[config.mk]
export PLATFORM = sky130hd
export DESIGN_NAME = arb_requester
export DESIGN_NICKNAME = d
export VERILOG_FILES = /design/src/rtl/arb_requester.sv
export SDC_FILE = /design/constraint.sdc
export NUM_CORES = 1
export LEC_CHECK = 0
export CORE_MARGIN = 10
export CORE_UTILIZATION = 50
export CTS_CLUSTER_SIZE = 16
export DETAILED_ROUTE_END_ITERATION = 10
export PLACE_DENSITY = 0.78
export SETUP_SLACK_MARGIN = 0.15
export SYNTH_ARGS = -nofsm -noshare
export SYNTH_HDL_FRONTEND = slang
export SYNTH_SLANG_ARGS = --single-unit
[constraint.sdc]
create_clock -name clk -period 2.6 [get_ports clk]
set_input_delay 0.52 -clock clk [delete_from_list [all_inputs] [get_ports clk]]
set_output_delay 0.52 -clock clk [all_outputs]
set_load 0.005 [all_outputs]
[src/rtl/arb_requester.sv]
// Requester-side agent for the two-bit bus arbiter.
// Takes a burst command, requests the bus until granted, emits one beat per
// granted cycle, releases after the last beat, and backs off on grant timeout.
module arb_requester #(
  parameter int unsigned LEN_W   = 4,
  parameter int unsigned TIMEOUT = 16,
  parameter int unsigned BACKOFF = 4
) (
  input  logic             clk,
  input  logic             reset,
  input  logic             cmd_valid,
  output logic             cmd_ready,
  input  logic [LEN_W-1:0] cmd_len,
  output logic             req,
  input  logic             gnt,
  output logic             beat_valid,
  output logic [LEN_W-1:0] beat_idx,
  output logic             beat_last,
  output logic             done,
  output logic             timeout_err
);

  // One counter serves both the grant wait and the backoff interval.
  localparam int unsigned WaitMax = (TIMEOUT > BACKOFF) ? TIMEOUT : BACKOFF;
  localparam int unsigned WaitW   = $clog2(WaitMax + 1);

  localparam logic [WaitW-1:0] TimeoutLast = WaitW'(TIMEOUT - 1);
  localparam logic [WaitW-1:0] BackoffLast = WaitW'(BACKOFF - 1);
  localparam logic [WaitW-1:0] WaitOne     = WaitW'(1);
  localparam logic [LEN_W-1:0] BeatOne     = LEN_W'(1);

  typedef enum logic [2:0] {
    StIdle,
    StReq,
    StOwn,
    StRelease,
    StBackoff
  } state_e;

  state_e             state_q, state_d;
  logic [LEN_W-1:0]   len_q, len_d;
  logic [LEN_W-1:0]   beat_q, beat_d;
  logic [WaitW-1:0]   wait_q, wait_d;

  // State and counter registers; reset abandons any command in flight.
  always_ff @(posedge clk or negedge reset) begin
    if (!reset) begin
      state_q <= StIdle;
      len_q   <= '0;
      beat_q  <= '0;
      wait_q  <= '0;
    end else begin
      state_q <= state_d;
      len_q   <= len_d;
      beat_q  <= beat_d;
      wait_q  <= wait_d;
    end
  end

  // Next-state logic and state-decoded outputs.
  always_comb begin
    state_d     = state_q;
    len_d       = len_q;
    beat_d      = beat_q;
    wait_d      = wait_q;
    cmd_ready   = 1'b0;
    req         = 1'b0;
    beat_valid  = 1'b0;
    beat_last   = 1'b0;
    done        = 1'b0;
    timeout_err = 1'b0;

    case (state_q)
      StIdle: begin
        cmd_ready = 1'b1;
        if (cmd_valid) begin
          len_d   = cmd_len;
          beat_d  = '0;
          wait_d  = '0;
          state_d = StReq;
        end
      end

      StReq: begin
        req    = 1'b1;
        wait_d = wait_q + WaitOne;
        // The registered grant may still reflect a previous tenure during the
        // first request cycle (wait_q == 0), so it is only honoured afterwards.
        // A grant in the timeout cycle takes priority over the timeout.
        if ((wait_q != '0) && gnt) begin
          wait_d  = '0;
          state_d = StOwn;
        end else if (wait_q == TimeoutLast) begin
          timeout_err = 1'b1;
          wait_d      = '0;
          state_d     = StBackoff;
        end
      end

      StOwn: begin
        req        = 1'b1;
        beat_valid = gnt;
        // Grant gaps simply stall the beat counter; no timeout while owning.
        if (gnt) begin
          if (beat_q == len_q) begin
            beat_last = 1'b1;
            beat_d    = '0;
            state_d   = StRelease;
          end else begin
            beat_d = beat_q + BeatOne;
          end
        end
      end

      StRelease: begin
        done    = 1'b1;
        state_d = StIdle;
      end

      StBackoff: begin
        wait_d = wait_q + WaitOne;
        if (wait_q == BackoffLast) begin
          wait_d  = '0;
          state_d = StReq;
        end
      end

      default: begin
        state_d = StIdle;
      end
    endcase
  end

  assign beat_idx = beat_q;

endmodule

==> impl_results.md <==
* Status: complete, no violations
* # port buffers at 17
* Reg2reg start: wait_q[0]$_DFFE_PN0P_
* Chip width at approximately 64 um
* Max-slew violation count at 0
* Pwr Density at ~900 mW/mm^2
* Routed Wire Length at approximately 2400 um
* Overall Power at roughly 1100 uW
* Largest area contributor in the netlist: dfrtp_1
* Rel. slew slack at 0.5189
* CP max stage cell: or4b_4
* Antenna fix cells at 0
* Ratio of cells with drive above 1 in the final layout at 0.1641
* Worst reg2reg path endpoint: wait_q[3]$_DFFE_PN0P_
* Via Count at 896
* FMAX at ~0.42 GHz
* Combinational power share at 0.513
* All-layer global routing usage at 0.1232
* CTS tree: yes
* Fin nets at ~140
* Overflow after GRT at 0
* MaxCap Viol Count at 0
* Vias in the first global route at between 800 and 900
* CP top delay family: simple AND/OR/NAND/NOR gates
* Clk_skew at roughly 0.0023 ns
* Ports at 18
* R2r worst-path depth at 6
* Main flop type after synthesis: dfrtp_1
* Min Tclk post-route at ~2.4 ns
* CTS Root Cell: clkbuf_4
* First-pass DRT Iterations at 4
* # DRC at 0
* Clock sinks at 16
* Min-delay src: len_q[1]$_DFFE_PN0P_
* Leak Pwr at 0.0005061 uW
* Fin crit share at 0.9076
* Cell count after synthesis at roughly 110
* Placed inst area at roughly 0.0012 mm^2
* Die height at ~64 um
* Synth area leaders: dfrtp_1 (41%), ha_1 (6.4%), mux2_2 (4.6%), nand2_1 (4.6%), inv_1 (3.8%)
* Worst Path Arrival at 1.84 ns
* Pin count of the biggest net entering global routing at 17
* Area Growth Syn to Fin at 25.77%
* Yosys cell types at 34
* Core box area at approximately 0.0018 mm^2
* Later-pin clock latency in the skew report at 0.29 ns
* HP Class: register to register
* CP Launch Type: register
* Worst-Margin Slew at 0.7193 ns
* 1st-iter DRT viols at 28
* ANT nets after route at 0
* Post-route cell area at about 0.0012 mm^2
* Max incr delay on CP at 0.47 ns
* Flop2flop setup slack at ~0.52 ns
* Worst path cell trace: inv_1, ha_1, or4b_4, a211o_1, nor2_1, buf_2
* CP Data Required Time at ~2.1 ns
* Final core utilization at 0.6884
* Wire per inst at 15.53 um
* Syn Std Cell Area at 975.9 um^2
* Die area at about 0.0041 mm^2
* Register share of total power at 0.369
* Top cells by count, synth: dfrtp_1 (16), nand2_1 (12), inv_1 (10)
* Pint at 687.3 uW
* Worst Path Class, Setup: register to primary output
* First-pass GRT wire length at 4126 um
* Post-Route Setup TNS at 0 ns
* P_sw at between 400 and 500 uW
* Top cell type's share of synthesized area at 0.4103
* Setup violations, final at 0
* Hold Buf Count CTS at 0
* Num CTS Buffers at 3
* Sequential fraction of the synthesis area at 0.4103
* VDD IR max at 0.0005063 V
* Register bit total from synthesis at 16
* Estimated wirelength of the detail-placed design at about 1800 um
* Levels on crit path at 6
* Warnings, synthesis at 0
* Initial core utilization at 0.5474
* Count leader, synth: dfrtp_1
* Post-synth EDFFs at 0
* Vias per Instance at ~5.9
* Rows at 15
* Fin. Hold Viols at 0
* Clock network power share at 0.118
* # H-tree levels at 1
* Post-synthesis async set-or-reset flop share at 1.000
* Hold slack at between 0.5 and 0.6 ns
* Crit path max fanout at 3
* Worst Hold End: len_q[1]$_DFFE_PN0P_
* Mean Syn Cell Area at ~9 um^2
* Initial antenna violation count at 0
* Sw frac at 0.3930
* Crit path buf inv count at 2
* CP Capture Type: primary output
* Worst-path clk slew at about 0.090 ns
* Routability congestion estimate at slightly below 0.9
* Synth Net Count at 119
* RSZ-0062 raised after global routing: no
* Max Buffers Root-to-Sink at 2
* Hold path depth at 1
==> cell type report <==
cell class                 count  area, um^2
tap                           25       31.28
sequential                    16       402.9
timing repair buffer          22       201.4
inverter                      10       37.54
clock buffer                   3       22.52
fill                         140       555.5
multi-input combinational     77       531.8
==> placed cells by master, fill, tap and decap left out, drive strengths merged, types with 2 or more instances in the layout <==
cell type	n
nand2b	3
mux2	4
a21oi	5
o21ai	5
nor2b	2
nand3	7
nor3	2
nand4	2
and2	2
o32ai	3
ha	5
clkbuf	3
xnor2	4
clkdlybuf4s50	15
nand2	12
a211oi	2
buf	6
nor2	6
dfrtp	16
inv	10
or4b	2
==> power groups by stage <==
| stage | logic [uW] | registers [uW] | clock network [uW] |
|---|---|---|---|
| 2_1_floorplan | 380 | 376 | 0 |
| 3_3_place_gp | 535 | 416 | 0 |
| 3_5_place_dp | 557 | 424 | 0 |
| 4_1_cts | 578 | 415 | 135 |
| 5_1_grt | 639 | 433 | 149 |
| 6_report | 581 | 418 | 134 |
==> layer usage <==
metal  routed length (um)  GRT usage  part of all wire  vias up
li1                     -          -                 -      422
met1                  999     0.1470              0.42      441
met2                 1184     0.1978              0.50       29
met3                  161    0.03659             0.068        4
met4                   30    0.05882             0.013        0
met5                    0          0                 0        -
==> per-stage QoR <==
stage                     setup WS [ns]  instances
final                            0.2403        153
after global routing             0.1502        153
after CTS                        0.1572        153
after detailed placement         0.1031        148
after global placement           0.1496        148
after floorplan                  0.5751        106
==> timing repair <==
item                       4_1_cts  5_1_grt
pin swaps                        1        1
setup buffers                    2        0
setup endpoints to repair        2        2
resized for setup                4        5
==> worst max path at each step <==
stage                                      from           to  slack, ns
final                     wait_q[0]$_DFFE_PN0P_  timeout_err       0.24
after global routing      wait_q[1]$_DFFE_PN0P_  timeout_err       0.15
after CTS                 wait_q[0]$_DFFE_PN0P_  timeout_err       0.16
after detailed placement  wait_q[1]$_DFFE_PN0P_  timeout_err       0.10
after global placement    wait_q[1]$_DFFE_PN0P_  timeout_err       0.15
after floorplan           wait_q[0]$_DFFE_PN0P_  timeout_err       0.58
==> worst register-to-register path, cell delays in order (launching register included) <==
cell and delay, ns:
dfrtp_1 0.36, buf_4 0.11, buf_4 0.11, ha_1 0.21, or4b_2 0.64, a211oi_1 0.40, o32ai_2 0.14
==> registers in the layout, summed over array words and instances (netlist names) <==
| register | cells |
|---|---|
| wait_q | 5 |
| beat_idx | 4 |
| len_q | 4 |
| state_q | 3 |
==> cells by family after synthesis <==
logic type | synth area share
fa+ha+maj | 0.06410
mux | 0.05641
flops | 0.4103
compound gates | 0.1615
xor+xnor | 0.03589
simple gates | 0.2218
buf+inv | 0.05000
Note: power is estimated with default switching activity, not from simulation.
